===== src/rtl/mem_port_arbiter_pkg.sv =====
// Shared encodings for the memory port arbiter: access sizes, FSM states,
// requester ids and the latched-grant record.
package mem_ctrl_pkg;

   localparam logic [1:0] SZ_BYTE = 2'd0;
   localparam logic [1:0] SZ_HALF = 2'd1;
   localparam logic [1:0] SZ_WORD = 2'd2;

   localparam logic [1:0] ST_IDLE = 2'd0;
   localparam logic [1:0] ST_XFER = 2'd1;
   localparam logic [1:0] ST_RESP = 2'd2;

   localparam logic REQ_FETCH = 1'b0;
   localparam logic REQ_DATA  = 1'b1;

   // Everything about the winning request that must survive until its ack.
   typedef struct packed {
      logic        id;
      logic        we;
      logic        uns;
      logic [1:0]  size;
      logic [31:0] wdata;
   } grant_t;

   // Byte count of an access; size 3 is treated as a word.
   function automatic logic [2:0] nbytes_of(input logic [1:0] size);
      case (size)
         SZ_BYTE: nbytes_of = 3'd1;
         SZ_HALF: nbytes_of = 3'd2;
         default: nbytes_of = 3'd4;
      endcase
   endfunction

endpackage


===== src/rtl/mem_port_arbiter_if.sv =====
// Bundle of the fetch, data and byte-wide memory port signals.
// slave: the arbiter side; master: requesters plus memory (testbench side).
interface mem_port_arbiter_if #(parameter int AW = 32);

   logic          f_req;
   logic [AW-1:0] f_addr;
   logic          f_ack;
   logic [31:0]   f_rdata;

   logic          d_req;
   logic          d_we;
   logic [1:0]    d_size;
   logic          d_unsigned;
   logic [AW-1:0] d_addr;
   logic [31:0]   d_wdata;
   logic          d_ack;
   logic [31:0]   d_rdata;

   logic [AW-1:0] mem_addr;
   logic [7:0]    mem_wdata;
   logic          mem_we;
   logic [7:0]    mem_rdata;

   logic          busy;

   modport slave (
      input  f_req, f_addr, d_req, d_we, d_size, d_unsigned, d_addr, d_wdata, mem_rdata,
      output f_ack, f_rdata, d_ack, d_rdata, mem_addr, mem_wdata, mem_we, busy
   );

   modport master (
      output f_req, f_addr, d_req, d_we, d_size, d_unsigned, d_addr, d_wdata, mem_rdata,
      input  f_ack, f_rdata, d_ack, d_rdata, mem_addr, mem_wdata, mem_we, busy
   );

endinterface


===== src/rtl/mem_port_arbiter_byte_lane.sv =====
// Combinational byte-lane helper: picks the store byte for a lane, merges a
// read byte into the load accumulator and sign/zero extends the merged value.
module mem_byte_lane
   import mem_ctrl_pkg::*;
(
   input  logic [31:0] wdata_i,
   input  logic [1:0]  lane_i,
   input  logic [31:0] acc_i,
   input  logic [7:0]  rbyte_i,
   input  logic [1:0]  size_i,
   input  logic        unsigned_i,
   output logic [7:0]  wbyte_o,
   output logic [31:0] merged_o,
   output logic [31:0] ext_o
);

   logic [4:0] bit_ofs;
   logic       fill;

   assign bit_ofs = {lane_i, 3'b000};

   // Lane select, read merge and extension of the merged result.
   always_comb begin
      wbyte_o                = wdata_i[bit_ofs +: 8];
      merged_o               = acc_i;
      merged_o[bit_ofs +: 8] = rbyte_i;
      fill                   = 1'b0;
      ext_o                  = merged_o;
      case (size_i)
         SZ_BYTE: begin
            fill  = ~unsigned_i & merged_o[7];
            ext_o = {{24{fill}}, merged_o[7:0]};
         end
         SZ_HALF: begin
            fill  = ~unsigned_i & merged_o[15];
            ext_o = {{16{fill}}, merged_o[15:0]};
         end
         default: ext_o = merged_o;
      endcase
   end

endmodule


===== src/rtl/mem_port_arbiter.sv =====
// Shares one byte-wide memory port between instruction fetch and load/store.
// Each access is split into 1/2/4 little-endian byte cycles.
// Build option ARB_ROUND_ROBIN_EN: alternate grants on simultaneous requests
// (default is fixed priority, data over fetch).
//
// state   | meaning
// --------+-----------------------------------------------------------
// ST_IDLE | no access in flight; pick a winner if anyone requests
// ST_XFER | one byte per cycle at base + cnt
// ST_RESP | pulse the winner's ack; rdata register already updated
module mem_port_arbiter
   import mem_ctrl_pkg::*;
#(
   parameter int AW = 32
) (
   input logic              clk,
   input logic              rst,
   mem_port_arbiter_if.slave bus
);

   logic [1:0]    state_q, state_d;
   grant_t        grant_q, grant_d;
   logic [AW-1:0] base_q, base_d;
   logic [1:0]    cnt_q, cnt_d;
   logic [31:0]   acc_q, acc_d;
   logic [31:0]   f_rdata_q, f_rdata_d;
   logic [31:0]   d_rdata_q, d_rdata_d;

   logic          win_data;
   logic          last_lane;
   logic [2:0]    nbytes;
   logic [7:0]    wbyte;
   logic [31:0]   merged;
   logic [31:0]   ext;

`ifdef ARB_ROUND_ROBIN_EN
   logic last_q;

   // On a tie the requester that did not win last time goes first.
   always_comb win_data = bus.d_req && (!bus.f_req || (last_q == REQ_FETCH));

   // Remember the latest winner; reset so that data wins the first tie.
   always_ff @(posedge clk or posedge rst) begin
      if (rst) begin
         last_q <= REQ_FETCH;
      end else if (state_q == ST_IDLE && (bus.f_req || bus.d_req)) begin
         last_q <= win_data ? REQ_DATA : REQ_FETCH;
      end
   end
`else
   // Fixed priority: data beats fetch.
   always_comb win_data = bus.d_req;
`endif

   assign nbytes    = nbytes_of(grant_q.size);
   assign last_lane = ({1'b0, cnt_q} == (nbytes - 3'd1));

   mem_byte_lane u_lane (
      .wdata_i    (grant_q.wdata),
      .lane_i     (cnt_q),
      .acc_i      (acc_q),
      .rbyte_i    (bus.mem_rdata),
      .size_i     (grant_q.size),
      .unsigned_i (grant_q.uns),
      .wbyte_o    (wbyte),
      .merged_o   (merged),
      .ext_o      (ext)
   );

   // Next-state logic: grant, byte sequencing and load result update.
   always_comb begin
      state_d   = state_q;
      grant_d   = grant_q;
      base_d    = base_q;
      cnt_d     = cnt_q;
      acc_d     = acc_q;
      f_rdata_d = f_rdata_q;
      d_rdata_d = d_rdata_q;
      case (state_q)
         ST_IDLE: begin
            if (bus.f_req || bus.d_req) begin
               state_d = ST_XFER;
               cnt_d   = 2'd0;
               acc_d   = 32'd0;
               if (win_data) begin
                  grant_d.id    = REQ_DATA;
                  grant_d.we    = bus.d_we;
                  grant_d.uns   = bus.d_unsigned;
                  grant_d.size  = bus.d_size;
                  grant_d.wdata = bus.d_wdata;
                  base_d        = bus.d_addr;
               end else begin
                  grant_d.id    = REQ_FETCH;
                  grant_d.we    = 1'b0;
                  grant_d.uns   = 1'b1;
                  grant_d.size  = SZ_WORD;
                  grant_d.wdata = 32'd0;
                  base_d        = bus.f_addr;
               end
            end
         end
         ST_XFER: begin
            cnt_d = cnt_q + 2'd1;
            if (!grant_q.we) begin
               acc_d = merged;
            end
            if (last_lane) begin
               state_d = ST_RESP;
               if (!grant_q.we) begin
                  if (grant_q.id == REQ_DATA) begin
                     d_rdata_d = ext;
                  end else begin
                     f_rdata_d = ext;
                  end
               end
            end
         end
         ST_RESP: state_d = ST_IDLE;
         default: state_d = ST_IDLE;
      endcase
   end

   // State registers; reset aborts any access in flight.
   always_ff @(posedge clk or posedge rst) begin
      if (rst) begin
         state_q   <= ST_IDLE;
         grant_q   <= '0;
         base_q    <= '0;
         cnt_q     <= 2'd0;
         acc_q     <= 32'd0;
         f_rdata_q <= 32'd0;
         d_rdata_q <= 32'd0;
      end else begin
         state_q   <= state_d;
         grant_q   <= grant_d;
         base_q    <= base_d;
         cnt_q     <= cnt_d;
         acc_q     <= acc_d;
         f_rdata_q <= f_rdata_d;
         d_rdata_q <= d_rdata_d;
      end
   end

   assign bus.mem_addr  = base_q + AW'(cnt_q);
   assign bus.mem_wdata = wbyte;
   assign bus.mem_we    = (state_q == ST_XFER) && grant_q.we;
   assign bus.f_ack     = (state_q == ST_RESP) && (grant_q.id == REQ_FETCH);
   assign bus.d_ack     = (state_q == ST_RESP) && (grant_q.id == REQ_DATA);
   assign bus.f_rdata   = f_rdata_q;
   assign bus.d_rdata   = d_rdata_q;
   assign bus.busy      = (state_q != ST_IDLE);

endmodule


===== src/flat_wrapper.sv =====
// flat-port wrapper written by rule: the top's interface ports become plain ports
module mem_port_arbiter_flat import mem_ctrl_pkg::*;
#(
   parameter int AW = 32
)
  (clk, rst, bus_f_req, bus_f_addr, bus_d_req, bus_d_we, bus_d_size, bus_d_unsigned, bus_d_addr, bus_d_wdata, bus_mem_rdata, bus_f_ack, bus_f_rdata, bus_d_ack, bus_d_rdata, bus_mem_addr, bus_mem_wdata, bus_mem_we, bus_busy);
  mem_port_arbiter_if #(.AW(AW)) bus_i ();
  input logic clk;
  input logic rst;
  input wire logic [$bits(bus_i.f_req)-1:0] bus_f_req;
  input wire logic [$bits(bus_i.f_addr)-1:0] bus_f_addr;
  input wire logic [$bits(bus_i.d_req)-1:0] bus_d_req;
  input wire logic [$bits(bus_i.d_we)-1:0] bus_d_we;
  input wire logic [$bits(bus_i.d_size)-1:0] bus_d_size;
  input wire logic [$bits(bus_i.d_unsigned)-1:0] bus_d_unsigned;
  input wire logic [$bits(bus_i.d_addr)-1:0] bus_d_addr;
  input wire logic [$bits(bus_i.d_wdata)-1:0] bus_d_wdata;
  input wire logic [$bits(bus_i.mem_rdata)-1:0] bus_mem_rdata;
  output wire logic [$bits(bus_i.f_ack)-1:0] bus_f_ack;
  output wire logic [$bits(bus_i.f_rdata)-1:0] bus_f_rdata;
  output wire logic [$bits(bus_i.d_ack)-1:0] bus_d_ack;
  output wire logic [$bits(bus_i.d_rdata)-1:0] bus_d_rdata;
  output wire logic [$bits(bus_i.mem_addr)-1:0] bus_mem_addr;
  output wire logic [$bits(bus_i.mem_wdata)-1:0] bus_mem_wdata;
  output wire logic [$bits(bus_i.mem_we)-1:0] bus_mem_we;
  output wire logic [$bits(bus_i.busy)-1:0] bus_busy;
  assign bus_i.f_req = bus_f_req;
  assign bus_i.f_addr = bus_f_addr;
  assign bus_i.d_req = bus_d_req;
  assign bus_i.d_we = bus_d_we;
  assign bus_i.d_size = bus_d_size;
  assign bus_i.d_unsigned = bus_d_unsigned;
  assign bus_i.d_addr = bus_d_addr;
  assign bus_i.d_wdata = bus_d_wdata;
  assign bus_i.mem_rdata = bus_mem_rdata;
  assign bus_f_ack = bus_i.f_ack;
  assign bus_f_rdata = bus_i.f_rdata;
  assign bus_d_ack = bus_i.d_ack;
  assign bus_d_rdata = bus_i.d_rdata;
  assign bus_mem_addr = bus_i.mem_addr;
  assign bus_mem_wdata = bus_i.mem_wdata;
  assign bus_mem_we = bus_i.mem_we;
  assign bus_busy = bus_i.busy;
  mem_port_arbiter #(.AW(AW)) u_core (.clk(clk), .rst(rst), .bus(bus_i));
endmodule

===== config.mk =====
export PLATFORM = sky130hd
export DESIGN_NAME = mem_port_arbiter_flat
export DESIGN_NICKNAME = d
export VERILOG_FILES = /design/src/rtl/mem_port_arbiter_pkg.sv /design/src/rtl/mem_port_arbiter_if.sv /design/src/rtl/mem_port_arbiter_byte_lane.sv /design/src/rtl/mem_port_arbiter.sv /design/src/flat_wrapper.sv
export SDC_FILE = /design/constraint.sdc
export NUM_CORES = 1
export LEC_CHECK = 0
export CAP_MARGIN = 20
export CORE_ASPECT_RATIO = 1.4
export CORE_MARGIN = 2
export CORE_UTILIZATION = 49
export CTS_CLUSTER_DIAMETER = 80
export DETAILED_ROUTE_END_ITERATION = 7
export GPL_TIMING_DRIVEN = 0
export PLACE_DENSITY_LB_ADDON = 0.08
export SLEW_MARGIN = 20
export SYNTH_ARGS = -nofsm -noshare
export SYNTH_HDL_FRONTEND = slang
export SYNTH_HIERARCHICAL = 1
export SYNTH_SLANG_ARGS = --single-unit

===== constraint.sdc =====
create_clock -name clk -period 7.3 [get_ports clk]
set_input_delay 1.46 -clock clk [delete_from_list [all_inputs] [get_ports clk]]
set_output_delay 1.46 -clock clk [all_outputs]
set_load 0.02 [all_outputs]

Word-level counts from Yosys, hierarchy flattened
Cells that the tools add are included.
Storage, ports and cells
  register bits: 169
  bits in latches: 0
  memory bits (writable): 0
  bits in read-only memories: 0
  input port bits: 112
  output and inout bits: 108
  word-level logic and storage cells: 57
  memories kept: 0
Cells by class
  add/subtract/negate cells: 4
  multipliers: 0
  div/mod/pow operators: 0
  magnitude comparators: 0
  eq/ne operators: 7
  shift-type cells: 3
  multiplexer cells: 13
  bitwise gates (word level): 5
  reduce and logical (&&, ||, !) cells: 14
Operators by type and width (number)
  $pmux 32 s2: 2
  $mux 32: 3
  $mux 37: 1
  $add 32x2->32: 1
  $bwmux 32: 1
  $shift 8x7->32 const A: 1
  $shiftx 32x6->8: 1
  $shiftx 8x7->32: 1
  $pmux 2 s2: 2
  $reduce_and 4->1: 2
  $neg 5->7: 1
  $mux 2: 3
  $pmux 3 s2: 1
  $reduce_and 2->1: 3
  $eq 2x1->1 const B: 2
  $logic_not 2->1: 2
  $ne 2x1->1 const B: 2
  $reduce_bool 2->1: 2
  $eq 2x3->1: 1
  $logic_and 1x1->1: 3
  $not 1->1: 3
  $reduce_and 3->1: 1
  $sub 3x1->3 const B: 1
  $add 2x1->2 const B: 1
  4 further kinds: 5

Logic depth before layout (Yosys ltp)
  depth in word-level cells: 6
  gate-level depth with buffers: 10
  depth with buffers taken out: 6

Modules after synthesis
Netlist, hierarchy kept.
Modules (own cells, without submodules)
  mem_port_arbiter: instances 1, cells an instance 560, area each 7153.1 µm², sequential area each 4229.1 µm²
  mem_byte_lane: instances 1, cells an instance 152, area each 1146.1 µm², sequential area each 0.0 µm²

Least setup slack after synthesis
Ideal clock, no wire load.
  kind: reg2out
  from: reg u_core.cnt_q[0]
  to: out bus_mem_addr[28]
  data arrival time: 2.310 ns
  data required time: 5.840 ns
  setup slack: 3.530 ns
  stages on the path, launching flop included: 7
  path buffers: 0
  cells stage by stage: dfrtp_1 > ha_1 > inv_1 > fa_1 > nor4_2 > nand4_1 > xnor2_1
Between the ends
  cells in the longest elaborated chain, start to end: 1
Ends and longest elaborated chain
  start: declaration: RTL line mem_port_arbiter.sv:24  | logic [1:0] cnt_q, cnt_d;
  start signal: assignment: RTL line mem_port_arbiter.sv:137  | cnt_q <= cnt_d;
  $add 32x2->32: RTL line mem_port_arbiter.sv:144  | assign bus.mem_addr = base_q + AW'(cnt_q);
  end: declaration: RTL line flat_wrapper.sv:23  | output wire logic [$bits(bus_i.mem_addr)-1:0] bus_mem_addr;
No other way between the ends.

Final worst setup path
Same ends and word-level chain as after synthesis.

==> results.md <==
- The number of cells produced by synthesis is 712.
- The number of antenna diodes is 0.
- The stage delay of the slowest cell on the critical path is 0.69 ns.
- The number of global-route vias before repair came to about 6.8k.
- The combined buffer and inverter count along the critical path is 2.
- From bottom edge to top edge, the die measures roughly 160 um.
- The number of gates given a new drive strength after cts is 0.
- The cell area reported after detailed placement is 0.0108 sq mm.
- The full die area is 0.0180 sq mm.
- Walking the worst path, the cells encountered are ha_1 > inv_1 > fa_1 > nor4_2 > nand4_1 > xnor2_1 > clkdlybuf4s50_1.
- The worst setup skew after layout is 0.0105 ns.
- The worst voltage drop across the vdd grid is 0.185 mV.
- Of the total power, registers draw 0.336.
- The flow ran to the end, and the final reports show no timing, DRC or antenna violations.
- The data arrival time of the worst path is between 3 and 4 ns.
- The total core area is 0.0167 sq mm.
- The worst-margin pin slew is 0.809 ns.
- The leakage component of the power is ~5.1 nW.
- The count of buffers added on input and output ports is 218.
- The horizontal die dimension is ~110 um.
- In this run, the number of DRC markers left after iteration 0 of detailed routing was approximately 430.
- The post-synthesis instance area is 0.00830 sq mm.
- The switching part of the total power is 0.408.
- The final-report hold violation count is 0.
- The final max-slew violation count is 0.
- The number of remaining DRC errors is 0.
- The initial antenna violation count is 0.
- The xor/xnor share of the synthesized area is 0.0327.
- The number of antenna-violating nets in the routed design is 0.
- The via count normalized by instance count is between 5 and 6.
- In the post-synthesis netlist, the biggest area contributors are dfrtp_1 (51%), a22o_1 (7.0%), mux2_1 (5.2%), mux2i_1 (3.9%), mux2_2 (3.5%).
- The path class of the tightest hold or removal check is flop to flop.
- A synthesized cell averages 11.7 sq um.
- The cell accounting for the most synthesized area is dfrtp_1.
- The pre-antenna-repair detailed-routing pass consisted of 6 iterations.
- The areal power density over the cells is 417 mW/mm^2.
- In this run, synthesis produced a sequential element count of roughly 170.
- Relative to the synthesized area, the layout overhead comes to 36.5%.
- The share of total power dissipated in combinational logic is 0.482.
- The final layout contains routed wiring with a total length of 22700 um.
- The overall fraction of global-route tracks in use is 0.256.
- Setup violations remaining at the end of the flow were counted as 0.
- STA puts the critical path data required time at between 5 and 6 ns.
- The post-synthesis compound-gate area fraction is 0.150.
- At the end of routability-driven placement, the weighted congestion stood at about 0.9.
- The number of enable flip-flop cells after synthesis is 0.
- Of the total synthesized cell area, the portion taken by AND, OR, NAND and NOR gates is 0.104.
- Max-cap violations in this run came to 0.
- The area of all placed cells without fillers is 0.0113 sq mm.
- The number of unique standard cell types used by synthesis is 52.
- Buffers inserted to repair hold after CTS numbered 0.
- The share of the Yosys chip area taken by registers is 0.510.
- The power dissipated by switching net loads is 0.00192 W.
- The CTS tree is done.
- Based on the critical path, the design can be clocked at up to 191 MHz.
- The most common flop cell mapped by yosys is dfrtp_1.
- The worst setup path is of the flop to output port kind.
- The number of top-level pins is 220.
- The critical path capture point type is an output port.
- The worst hold margin is 0.493 ns.
- Yosys printed 6 warnings.
- Setup repair after global routing left no endpoint under its margin.
- The core occupancy in the finished layout is 0.679.
- The clock-pin slew of the registers on the worst-case setup and hold paths is 0.07 ns.
- The share of total power dissipated in the clock network is 0.182.
- Global routing finished with a remaining overflow of 0.
- The cell sitting at the root of the clock tree is a clkbuf_16.
- Entering global routing, the biggest net connects 96 pins.
- In the layout the commonest cells are clkdlybuf4s50_1 (218), dfrtp_1 (169), a22o_1 (66).
- The number of levels in the clock H-tree is 4.
- The kind of cell with the highest combined delay along the critical path is simple AND/OR/NAND/NOR gates.
- The worst setup path is launched from a flop.
- Of all nets on the critical path, the largest fanout is 15.
- By area, the combinational part of the netlist is dominated by compound AO/OA/AOI/OAI gates.
- Detailed placement finished with a half-perimeter wire length of between 15000 and 20000 um.
- Of the total synthesized cell area, the portion taken by full adders, half adders and majority gates is 0.0130.
- For the worst-skew pair, the clock arrives at the later sink with an insertion delay of 0.43 ns.
- The number of vias in the routed layout is around 6.6k.
- Dividing the final minimum period by the clock period gives 0.716.
- The share of synthesized area in the top cell type comes to 0.510.
- The mux contribution to synthesized area is 0.147.
- The TritonCTS sink count is approximately 170.
- The first global-routing pass estimated 35700 um of wire.
- The number of buffers added for setup after CTS is 0.
- The time the final worst path needs with I/O delays and setup is 5.22 ns.
- The slowest stage of the critical path belongs to the cell nor4_2.
- The CTS buffer count is 17.
- The number of rows in the core area is 56.
- The average wire per cell in the routed design is 19.5 um.
- The final layout net count is 1070.
- The worst pin sits at a relative slew slack of 0.461.
- The async set-reset flop share out of synthesis is 1.00.
- The number of nets in the synthesized netlist is between 800 and 900.
- The most common library cell in the layout ignoring fill and taps is clkdlybuf4s50_1.
- After routing, the total negative slack on setup checks comes to 0 ns.
- The share of final-layout standard cells stronger than drive strength 1 is 0.113.
- For this configuration, the core starts out at a cell density of 0.498.
- Cell internal power was estimated by the tool at between 0.002 and 0.003 W.
- The maximum number of buffers from clock root to sink is 2.
synth_stat cells, types with 7 or more instances:
| cell | number |
|---|---|
| dfrtp_1 | 169 |
| a22o_1 | 66 |
| nand2_1 | 55 |
| o21ai_0 | 52 |
| mux2_1 | 38 |
| inv_1 | 32 |
| mux2i_1 | 32 |
| clkbuf_1 | 29 |
| mux2_2 | 26 |
| nor2b_1 | 22 |
| xnor2_1 | 22 |
| nand3_1 | 13 |
| nand4_1 | 13 |
| nor2_1 | 12 |
| a31o_2 | 11 |
| o2bb2ai_1 | 11 |
| buf_4 | 10 |
| xor2_1 | 9 |
| a31oi_1 | 8 |
| buf_2 | 8 |
| mux4_2 | 8 |
| ha_1 | 7 |
registers in the layout, summed over array words and instances, names as in the netlist:
name,flops
u_core/bus.d_rdata,32
u_core/cnt_q,2
u_core/bus.f_rdata,32
u_core/base_q,32
u_core/acc_q,32
u_core/grant_q,37
u_core/state_q,2
cell type report:
cell class	instances	area, sq um
well taps	203	254
inverters	32	128
clock inverters	14	130
repair buffers	219	2210
flip-flops and latches	169	4230
fillers	1297	5350
clock buffers	18	429
plain buffers	49	239
multi-input cells	462	3710
metal layers:
| metal | GRT usage | share of wire | up-vias | wire [um] |
|---|---|---|---|---|
| met1 | 0.303 | 0.39 | 3267 | 8780 |
| li1 | - | - | 3074 | - |
| met3 | 0.0479 | 0.059 | 37 | 1350 |
| met4 | 0.0894 | 0.022 | 0 | 510 |
| met5 | 0 | 0 | - | 0 |
| met2 | 0.464 | 0.53 | 268 | 12100 |
power groups by stage:
stage | combinational [W] | sequential (W) | clock [W]
2_1_floorplan | 0.00122 | 0.00168 | 0
3_3_place_gp | 0.00223 | 0.00158 | 0
3_5_place_dp | 0.00228 | 0.00160 | 0
4_1_cts | 0.00229 | 0.00158 | 0.000872
5_1_grt | 0.00245 | 0.00163 | 0.000913
6_report | 0.00228 | 0.00159 | 0.000858
metrics by stage:
step	std cells	setup WS, ns	total power (W)
3_3_place_gp	1133	-0.724	0.00380
3_5_place_dp	1134	2.55	0.00388
6_report	1166	2.08	0.00472
2_1_floorplan	712	1.26	0.00290
4_1_cts	1166	2.05	0.00475
5_1_grt	1166	1.88	0.00500
path summary, 6_finish.rpt:
kind                                       start                     end  slack [ns]  depth (start not counted)
max reg2reg                      u_core/cnt_q[1]  u_core/bus.d_rdata[10]        3.81                          7
min reg2reg                u_core/bus.d_rdata[7]   u_core/bus.d_rdata[7]        0.49                          1
min in group asynchronous                    rst       u_core/base_q[10]        1.51                          2
max                              u_core/cnt_q[0]        bus_mem_addr[28]        2.08                          7
max in group asynchronous                    rst       u_core/state_q[0]        4.93                          3
min                        u_core/bus.d_rdata[7]   u_core/bus.d_rdata[7]        0.49                          1
logic make-up (layout without fill, tap and decap cells):
kind of cell / count (synthesis) / after routing
fa+ha+maj: 8 / 8
simple gates: 154 / 154
flops: 169 / 169
xor+xnor: 31 / 31
buf+inv: 81 / 332
mux: 104 / 104
compound gates: 165 / 165
Power figures use the tool's default switching activity.
